<file path="src/rtl/shot_sequencer.sv">
// shot_sequencer: one artillery turn for the naval-battle board.
// It debounces the fire button and latches the target coordinates.
// It then looks up the ship matrix and the shot history, and issues one fire strobe.
// It also keeps the shots-remaining and hit counters and decides win or loss.
// Optional macro LED_TIMEOUT_EN: LEDEN drops LED_HOLD cycles after the last
// shot instead of staying lit until the game is cleared.
module shot_sequencer #(
  parameter int ROW_W        = 3,
  parameter int COL_W        = 3,
  parameter int CNT_W        = 5,
  parameter int MAX_SHOTS    = 20,
  parameter int SHIP_CELLS   = 9,
  parameter int DEBOUNCE_CYC = 4,
  parameter int LED_HOLD     = 8
) (
  input  logic             CLK,
  input  logic             RST,
  input  logic             CH0,
  input  logic             BTN,
  input  logic [ROW_W-1:0] ROWSEL,
  input  logic [COL_W-1:0] COLSEL,
  input  logic             SHIPBIT,
  input  logic             HISTBIT,
  output logic [ROW_W-1:0] ROWADDR,
  output logic [COL_W-1:0] COLADDR,
  output logic             FIRE,
  output logic             HITWR,
  output logic             REPEAT,
  output logic             LEDEN,
  output logic [CNT_W-1:0] SHOTS,
  output logic [CNT_W-1:0] HITS,
  output logic             GAMEOVER,
  output logic             WIN
);

  typedef enum logic [2:0] {IDLE, ARM, LATCH, LOOKUP, SHOOT, WAITREL, DONE} state_t;

  // The debounce counter only has to reach DEBOUNCE_CYC-1.
  localparam int DB_W = (DEBOUNCE_CYC > 1) ? $clog2(DEBOUNCE_CYC) : 1;
  // The IDLE detection cycle counts as the first stable high cycle.
  // ARM therefore accepts the press when the counter reaches DEBOUNCE_CYC-2.
  localparam logic [DB_W-1:0] ARM_LAST = DB_W'((DEBOUNCE_CYC > 1) ? DEBOUNCE_CYC - 2 : 0);
  localparam logic [DB_W-1:0] REL_LAST = DB_W'(DEBOUNCE_CYC - 1);
  localparam logic [CNT_W-1:0] SHOTS_INIT = CNT_W'(MAX_SHOTS);
  localparam logic [CNT_W-1:0] HITS_WIN   = CNT_W'(SHIP_CELLS);

  state_t            state_reg, state_next;
  logic [DB_W-1:0]   db_reg, db_next;
  logic [CNT_W-1:0]  shots_reg, shots_next;
  logic [CNT_W-1:0]  hits_reg, hits_next;
  logic              win_reg, win_next;
  logic [ROW_W-1:0]  row_reg;
  logic [COL_W-1:0]  col_reg;
  logic              leden_reg;
  logic              latch_en;
  logic              led_set;
  logic              fire_c, hitwr_c, repeat_c;

  // State, debounce, counters and target address; CH0 low clears the game.
  always_ff @(posedge CLK or posedge RST) begin
    if (RST) begin
      state_reg <= IDLE;
      db_reg    <= '0;
      shots_reg <= SHOTS_INIT;
      hits_reg  <= '0;
      win_reg   <= 1'b0;
      row_reg   <= '0;
      col_reg   <= '0;
    end else if (!CH0) begin
      state_reg <= IDLE;
      db_reg    <= '0;
      shots_reg <= SHOTS_INIT;
      hits_reg  <= '0;
      win_reg   <= 1'b0;
      row_reg   <= '0;
      col_reg   <= '0;
    end else begin
      state_reg <= state_next;
      db_reg    <= db_next;
      shots_reg <= shots_next;
      hits_reg  <= hits_next;
      win_reg   <= win_next;
      if (latch_en) begin
        row_reg <= ROWSEL;
        col_reg <= COLSEL;
      end
    end
  end

  // Next-state logic and the one-cycle strobes issued in SHOOT.
  always_comb begin
    state_next = state_reg;
    db_next    = db_reg;
    shots_next = shots_reg;
    hits_next  = hits_reg;
    win_next   = win_reg;
    latch_en   = 1'b0;
    led_set    = 1'b0;
    fire_c     = 1'b0;
    hitwr_c    = 1'b0;
    repeat_c   = 1'b0;
    case (state_reg)
      IDLE: begin
        if (BTN) begin
          db_next    = '0;
          state_next = (DEBOUNCE_CYC <= 1) ? LATCH : ARM;
        end
      end
      ARM: begin
        if (!BTN) begin
          state_next = IDLE;
        end else if (db_reg == ARM_LAST) begin
          state_next = LATCH;
        end else begin
          db_next = db_reg + 1'b1;
        end
      end
      LATCH: begin
        latch_en   = 1'b1;
        state_next = LOOKUP;
      end
      LOOKUP: begin
        state_next = SHOOT;
      end
      SHOOT: begin
        fire_c     = 1'b1;
        led_set    = 1'b1;
        shots_next = shots_reg - 1'b1;
        if (SHIPBIT && !HISTBIT) begin
          hitwr_c   = 1'b1;
          hits_next = hits_reg + 1'b1;
        end else if (SHIPBIT && HISTBIT) begin
          repeat_c = 1'b1;
        end
        // A win takes precedence when the last shot also sinks the last cell.
        if (hits_next == HITS_WIN) begin
          state_next = DONE;
          win_next   = 1'b1;
        end else if (shots_next == '0) begin
          state_next = DONE;
          win_next   = 1'b0;
        end else begin
          state_next = WAITREL;
          db_next    = '0;
        end
      end
      WAITREL: begin
        if (BTN) begin
          db_next = '0;
        end else if (db_reg == REL_LAST) begin
          db_next    = '0;
          state_next = IDLE;
        end else begin
          db_next = db_reg + 1'b1;
        end
      end
      DONE: begin
        state_next = DONE;
      end
      default: begin
        state_next = IDLE;
      end
    endcase
    // A shot that is being cleared by CH0 must not reach the gunner or history.
    if (!CH0) begin
      fire_c   = 1'b0;
      hitwr_c  = 1'b0;
      repeat_c = 1'b0;
    end
  end

`ifdef LED_TIMEOUT_EN
  localparam int LT_W = (LED_HOLD > 1) ? $clog2(LED_HOLD + 1) : 1;
  logic [LT_W-1:0] led_tmr_reg;

  // LED enable: lit for LED_HOLD cycles after each shot, then held lit once the game is over.
  always_ff @(posedge CLK or posedge RST) begin
    if (RST) begin
      leden_reg   <= 1'b0;
      led_tmr_reg <= '0;
    end else if (!CH0) begin
      leden_reg   <= 1'b0;
      led_tmr_reg <= '0;
    end else if (led_set) begin
      leden_reg   <= 1'b1;
      led_tmr_reg <= LT_W'(LED_HOLD - 1);
    end else if (leden_reg && state_reg != DONE) begin
      if (led_tmr_reg == '0) begin
        leden_reg <= 1'b0;
      end else begin
        led_tmr_reg <= led_tmr_reg - 1'b1;
      end
    end
  end
`else
  // LED enable: lit from the first shot until the game is cleared.
  always_ff @(posedge CLK or posedge RST) begin
    if (RST) begin
      leden_reg <= 1'b0;
    end else if (!CH0) begin
      leden_reg <= 1'b0;
    end else if (led_set) begin
      leden_reg <= 1'b1;
    end
  end
`endif

  assign ROWADDR  = row_reg;
  assign COLADDR  = col_reg;
  assign FIRE     = fire_c;
  assign HITWR    = hitwr_c;
  assign REPEAT   = repeat_c;
  assign LEDEN    = leden_reg;
  assign SHOTS    = shots_reg;
  assign HITS     = hits_reg;
  assign GAMEOVER = (state_reg == DONE);
  assign WIN      = win_reg;

endmodule

</file>
<file path="config.mk">
export PLATFORM = sky130hd
export DESIGN_NAME = shot_sequencer
export DESIGN_NICKNAME = d
export VERILOG_FILES = /design/src/rtl/shot_sequencer.sv
export SDC_FILE = /design/constraint.sdc
export NUM_CORES = 1
export LEC_CHECK = 0
export BUFFER_PORTS_ARGS = -buffer_cell sky130_fd_sc_hd__buf_4
export CAP_MARGIN = 20
export CELL_PAD_IN_SITES_DETAIL_PLACEMENT = 0
export CELL_PAD_IN_SITES_GLOBAL_PLACEMENT = 1
export CORE_UTILIZATION = 39
export DETAILED_ROUTE_END_ITERATION = 6
export PLACE_DENSITY = 0.77
export SLEW_MARGIN = 10
export SYNTH_ARGS = -nofsm -noshare
export SYNTH_HDL_FRONTEND = slang
export SYNTH_SLANG_ARGS = --single-unit
</file>
<file path="constraint.sdc">
create_clock -name CLK -period 2.3 [get_ports CLK]
set_input_delay 0.115 -clock CLK [delete_from_list [all_inputs] [get_ports CLK]]
set_output_delay 0.115 -clock CLK [all_outputs]
set_load 0.02 [all_outputs]
</file>
==> flow_metrics.py, run 1 <==
metrics = {
    "timing": {
        "fmax_mhz": 498,
        "clock_skew_ns": 0.00905,
        "finalMaxSlewViolations": 0,
        "period_share": 0.874,
        "finalHoldViolCount": 0,
        "tightest_slew_ns": 0.853,
        "holdWs_ns": 0.0436,
        "rsz0062_at_grt": "no",
        "layout_min_cycle_time_ns": 2.01,
        "setup_viol": 0,
        "slew_headroom": 0.431,
        "finalSetupTns_ns": 0,
    },
    "placement": {
        "gp_congestion": 0.818,
        "place_hpwl_um": 2120,
        "io_buffers": 33,
    },
    "yosys": {
        "synth_area_leader_cell": "dfrtp_1",
        "ys_ff_latch": 23,
        "seq_area_frac_synth": 0.425,
        "synth-edff-count": 0,
        "netlist.area_leader.share": 0.386,
        "synthCells": 146,
        "synth_nets": 163,
        "ys_types": 45,
        "async_reset_ff_frac": 1.00,
        "netlist_area_um2": 1360,
        "syn_area_per_cell_um2": 9.32,
        "yosys_warnings": 0,
        "synth_area_leaders": "dfrtp_1 (39%), mux2i_1 (6.6%), nor2_1 (6.6%)",
        "ys.flop_type": "dfrtp_1",
    },
    "clocking": {
        "numCtsBuffers": 3,
        "clk_pin_slew_ns": 0.13,
        "cts_tree": "done",
        "cts_buffer_depth": 2,
        "root_buffer": "clkbuf_4",
        "cts_sinks": 23,
        "clk_latency_ns": 0.31,
        "cts_htree_levels": 1,
    },
    "outcome": {
        "status": "finished clean",
    },
    "detailed_routing": {
        "wl_per_cell_um": 12.4,
        "firstDrtPassIters": 6,
        "finalWirelength_um": 2850,
        "vias": 1127,
        "drt-initial-drc-count": 78,
        "route.detailed.drc": 0,
        "ant_nets": 0,
        "viasPerCell": 4.92,
    },
    "hold_path": {
        "hold_path_class": "in2reg",
    },
    "floorplan": {
        "io_pins": 34,
        "die_y_um": 61.1,
        "dieWidth_um": 61.1,
        "core.rowCount": 21,
        "start_util": 0.408,
        "die_area_um2": 3730,
        "core_area_um2": 3340,
    },
    "critical_path": {
        "critPathKind": "reg2out",
        "end_kind": "primary output",
        "regToRegSetupSlack_ns": 0.48,
        "start_kind": "flip-flop",
        "worst_ep_required_time_ns": 2.18,
        "cp.arrival_ns": 1.89,
        "crit_fanout": 12,
    },
    "pwr": {
        "p_sw_w": 0.000169,
        "power.density_nw_per_um2": 400,
        "power_frac_seq": 0.616,
        "power_frac_clock": 0.272,
        "total_power_w": 0.000681,
        "peakVddDrop_mv": 0.203,
        "comb_power_share": 0.112,
        "internal_power_w": 0.000511,
        "switching_share": 0.249,
        "p_leak_nw": 0.804,
    },
    "grt": {
        "overflow": 0,
        "grt_pass1_wl_um": 4780,
        "grt_pass1_vias": 1064,
        "antenna_found_initial": 0,
        "grt_start_max_net_pins": 24,
        "grt.total_usage": 0.174,
    },
    "layout": {
        "diodes": 0,
        "drive_gt1_frac": 0.279,
        "area_growth_pct": 25.2,
        "nets": 201,
    },
    "run": {
        "max_cap_viol_count": 0,
    },
}
[cell usage after synthesis, types with 3 or more instances]
master	instances
mux2i_1	9
nand3b_1	4
o21ai_0	4
nor3_1	3
nand3_1	3
nor2b_1	3
nand4_1	3
a21oi_1	7
ha_1	5
inv_1	7
xor2_1	6
nor2_1	24
nand2_1	10
dfrtp_1	21
[cell families after synthesis]
group | after synthesis | share of synthesized area
AND/OR/NAND/NOR | 66 | 0.259
flip-flops | 23 | 0.425
AO/OA/AOI/OAI | 22 | 0.107
buffers and inverters | 13 | 0.0460
multiplexers | 9 | 0.0662
XOR/XNOR | 8 | 0.0515
adder cells (fa/ha/maj) | 5 | 0.0460
[what timing repair did]
item / CTS / global route
endpoints found under the hold margin: 15 / 0
hold buffers: 2 / 0
resized for setup: 0 / 0
setup buffers: 0 / 0
[cell usage in the layout (no fill, tap or decap), types with 2 or more instances in the layout]
master	count
buf_4	36
nor2_1	24
dfrtp_1	21
nand2_1	10
mux2i_1	9
a21oi_1	7
inv_1	7
xor2_1	6
ha_1	5
nand3b_1	4
o21ai_0	4
nor2b_1	3
nor3_1	3
nand4_1	3
nand3_1	3
clkbuf_4	3
dfstp_2	2
xnor2_1	2
nand2b_1	2
or2b_2	2
o21ai_1	2
dlygate4sd3_1	2
[layout make-up]
class,count,area [um2]
clock inverters,1,5.00
clock buffers,3,22.5
inverters,8,30.0
repair buffers,38,290
multi-input cells,110,719
flip-flops and latches,23,578
fillers,344,1630
well taps,46,57.6
[final timing paths]
check                           cells past startpoint                  endpoint                     start
worst max-delay path                                6                    REPEAT  state_reg[2]$_DFFE_PP0P_
worst min-delay path                                3    COLADDR[2]$_DFFE_PP0P_                 COLSEL[2]
worst max register to register                      6  state_reg[0]$_DFFE_PP0P_       HITS[0]$_DFFE_PP0P_
worst min register to register                      2         LEDEN$_DFFE_PP0P_         LEDEN$_DFFE_PP0P_
max in group asynchronous                           3      SHOTS[1]$_DFFE_PP0P_                       RST
min in group asynchronous                           3    COLADDR[1]$_DFFE_PP0P_                       RST
[power by group through the flow]
stage | logic [W] | clock network [W] | registers, W
6_report | 0.0000763 | 0.000185 | 0.000419
5_1_grt | 0.0000860 | 0.000207 | 0.000422
4_1_cts | 0.0000770 | 0.000196 | 0.000420
3_5_place_dp | 0.0000742 | 0 | 0.000427
3_3_place_gp | 0.0000721 | 0 | 0.000426
2_1_floorplan | 0.0000453 | 0 | 0.000426
[per-layer routing]
metal | vias to the layer above | part of all wire | wire length, um | global-route usage
met1 | 531 | 0.49 | 1380 | 0.245
li1 | 581 | - | - | -
met3 | 2 | 0.023 | 65 | 0.0210
met2 | 13 | 0.48 | 1380 | 0.275
met4 | 0 | 0.0067 | 19 | 0.0682
met5 | - | 0 | 0 | 0
[worst max-delay path, cell delays in order (launching register included)]
cell	delay [ns]
dfrtp_1	0.54
nor3b_1	0.24
buf_4	0.23
nand2_1	0.12
inv_1	0.14
and3_1	0.17
buf_4	0.13
[through the flow]
| step | cells | utilization | setup WS [ns] | cell area (um2) |
|---|---|---|---|---|
| 2_1_floorplan | 146 | - | 0.544 | 1360 |
| 3_3_place_gp | 223 | 0.496 | 0.574 | 1660 |
| 3_5_place_dp | 223 | 0.496 | 0.506 | 1660 |
| 4_1_cts | 229 | 0.510 | 0.276 | 1700 |
| 5_1_grt | 229 | 0.510 | 0.116 | 1700 |
| 6_report | 229 | 0.510 | 0.290 | 1700 |
Note: power is estimated with default switching activity, not from simulation.
==> inputs of run 2 (changes only) <==
==> config.mk (replaced) <==
export PLATFORM = sky130hd
export DESIGN_NAME = shot_sequencer
export DESIGN_NICKNAME = d
export VERILOG_FILES = /design/src/rtl/shot_sequencer.sv
export SDC_FILE = /design/constraint.sdc
export NUM_CORES = 1
export LEC_CHECK = 0
export CAP_MARGIN = 20
export CELL_PAD_IN_SITES_DETAIL_PLACEMENT = 0
export CELL_PAD_IN_SITES_GLOBAL_PLACEMENT = 1
export CORE_UTILIZATION = 40
export DETAILED_ROUTE_END_ITERATION = 6
export DONT_BUFFER_PORTS = 1
export HOLD_SLACK_MARGIN = 0.1
export PLACE_DENSITY = 0.67
export SLEW_MARGIN = 10
export SYNTH_ARGS = -nofsm -noshare
export SYNTH_HDL_FRONTEND = slang
export SYNTH_SLANG_ARGS = --single-unit
==> flow_metrics.py, run 2 (same netlist as run 1, synthesis figures left out) <==
metrics = {
    "outcome": {
        "status": "finished clean",
    },
    "placement": {
        "io_buffers": 0,
        "place_hpwl_um": 2070,
        "gp_congestion": 0.757,
    },
    "timing": {
        "finalHoldViolCount": 0,
        "fmax_mhz": 476,
        "finalSetupTns_ns": 0,
        "finalMaxSlewViolations": 0,
        "rsz0062_at_grt": "no",
        "slew_headroom": 0.406,
        "clock_skew_ns": 0.00535,
        "layout_min_cycle_time_ns": 2.10,
        "period_share": 0.913,
        "setup_viol": 0,
        "tightest_slew_ns": 0.890,
    },
    "grt": {
        "met3_usage": 0.0433,
        "overflow": 0,
        "met1_usage": 0.237,
        "grt_start_max_net_pins": 24,
        "grt_pass1_wl_um": 4780,
        "grt.total_usage": 0.178,
        "antenna_found_initial": 0,
        "busiest_layer": "met2",
        "grt_pass1_vias": 1035,
        "met2_usage": 0.283,
    },
    "critical_path": {
        "worst_ep_required_time_ns": 2.18,
        "start_kind": "flip-flop",
        "end_kind": "primary output",
        "critPathKind": "reg2out",
        "crit_fanout": 12,
        "cp.arrival_ns": 1.98,
    },
    "floorplan": {
        "io_pins": 34,
        "core.rowCount": 20,
        "die_area_um2": 3640,
        "core_area_um2": 3130,
        "start_util": 0.435,
        "die_y_um": 60.3,
        "dieWidth_um": 60.3,
    },
    "clocking": {
        "clk_latency_ns": 0.31,
        "cts_sinks": 23,
        "hold_buffers": 10,
        "root_buffer": "clkbuf_4",
        "clk_pin_slew_ns": 0.13,
        "cts_tree": "done",
        "cts_resized": 0,
        "post-cts-setup-buffers": 0,
        "cts_buffer_depth": 2,
        "cts_htree_levels": 1,
        "numCtsBuffers": 3,
    },
    "layout": {
        "mostFrequentLayoutCell": "nor2_1",
        "drive_gt1_frac": 0.130,
        "area_growth_pct": 14.4,
        "nets": 179,
        "layout_common_cells": "nor2_1 (24), dfrtp_1 (21), nand2_1 (10), dlygate4sd3_1 (10), mux2i_1 (9)",
        "diodes": 0,
        "multi_input_area_um2": 719,
        "final-seq-area_um2": 578,
        "num-fill-cells": 303,
    },
    "detailed_routing": {
        "ant_nets": 0,
        "vias": 1061,
        "finalWirelength_um": 2850,
        "firstDrtPassIters": 4,
        "viasPerCell": 5.18,
        "wl_per_cell_um": 13.9,
        "route.detailed.drc": 0,
        "drt-initial-drc-count": 64,
    },
    "pwr": {
        "power.density_nw_per_um2": 434,
        "peakVddDrop_mv": 0.264,
        "p_leak_nw": 0.684,
        "total_power_w": 0.000674,
    },
    "hold_path": {
        "hold_path_class": "in2reg",
    },
    "run": {
        "max_cap_viol_count": 0,
    },
}
-- run 2: critical path, stage by stage, from the launching register on --
cell	delay, ns
dfrtp_1	0.54
nor3b_1	0.48
nand2_1	0.19
inv_1	0.15
and3_1	0.30
-- run 2: path summary, 6_finish.rpt --
| kind | start | end | slack (ns) | cells past startpoint |
|---|---|---|---|---|
| setup / recovery | state_reg[2]$_DFFE_PP0P_ | REPEAT | 0.20 | 4 |
| hold / removal | HISTBIT | HITS[0]$_DFFE_PP0P_ | 0.13 | 3 |
| setup reg to reg | HITS[1]$_DFFE_PP0P_ | state_reg[0]$_DFFE_PP0P_ | 0.34 | 6 |
| hold reg to reg | db_reg[1]$_DFFE_PP0P_ | db_reg[1]$_DFFE_PP0P_ | 0.58 | 2 |
| max in group asynchronous | RST | state_reg[0]$_DFFE_PP0P_ | 1.33 | 2 |
| min in group asynchronous | RST | COLADDR[2]$_DFFE_PP0P_ | 0.42 | 2 |
-- run 2: layout make-up --
type                       instances  area share
timing repair buffer              16      0.0933
clock buffer                       3      0.0145
inverter                           8      0.0193
multi-input combinational        110       0.463
sequential                        23       0.372
clock inverter                     1     0.00322
tap                               44      0.0354
-- run 2: power breakdown --
| group | switching [W] | total, W | internal (W) |
|---|---|---|---|
| clock | 0.000122 | 0.000187 | 0.0000649 |
| combinational | 0.0000350 | 0.0000672 | 0.0000322 |
| sequential | 0.00000986 | 0.000420 | 0.000411 |
-- run 2: per-layer routing --
layer | vias up | wire (um)
li1 | 529 | -
met1 | 514 | 1380
met2 | 16 | 1330
met3 | 2 | 120
met4 | 0 | 18
met5 | - | 0
-- run 2: per-stage QoR --
stage | util | cell area, um2 | hold slack, ns | std cells | setup slack, ns
after global routing | 0.497 | 1560 | 0.132 | 205 | 0.0852
after global placement | 0.456 | 1430 | 0.155 | 191 | 0.477
final | 0.497 | 1560 | 0.127 | 205 | 0.201
after floorplan | - | 1360 | 0.115 | 146 | 0.544
after CTS | 0.497 | 1560 | 0.106 | 205 | 0.184
after detailed placement | 0.456 | 1430 | 0.162 | 191 | 0.401
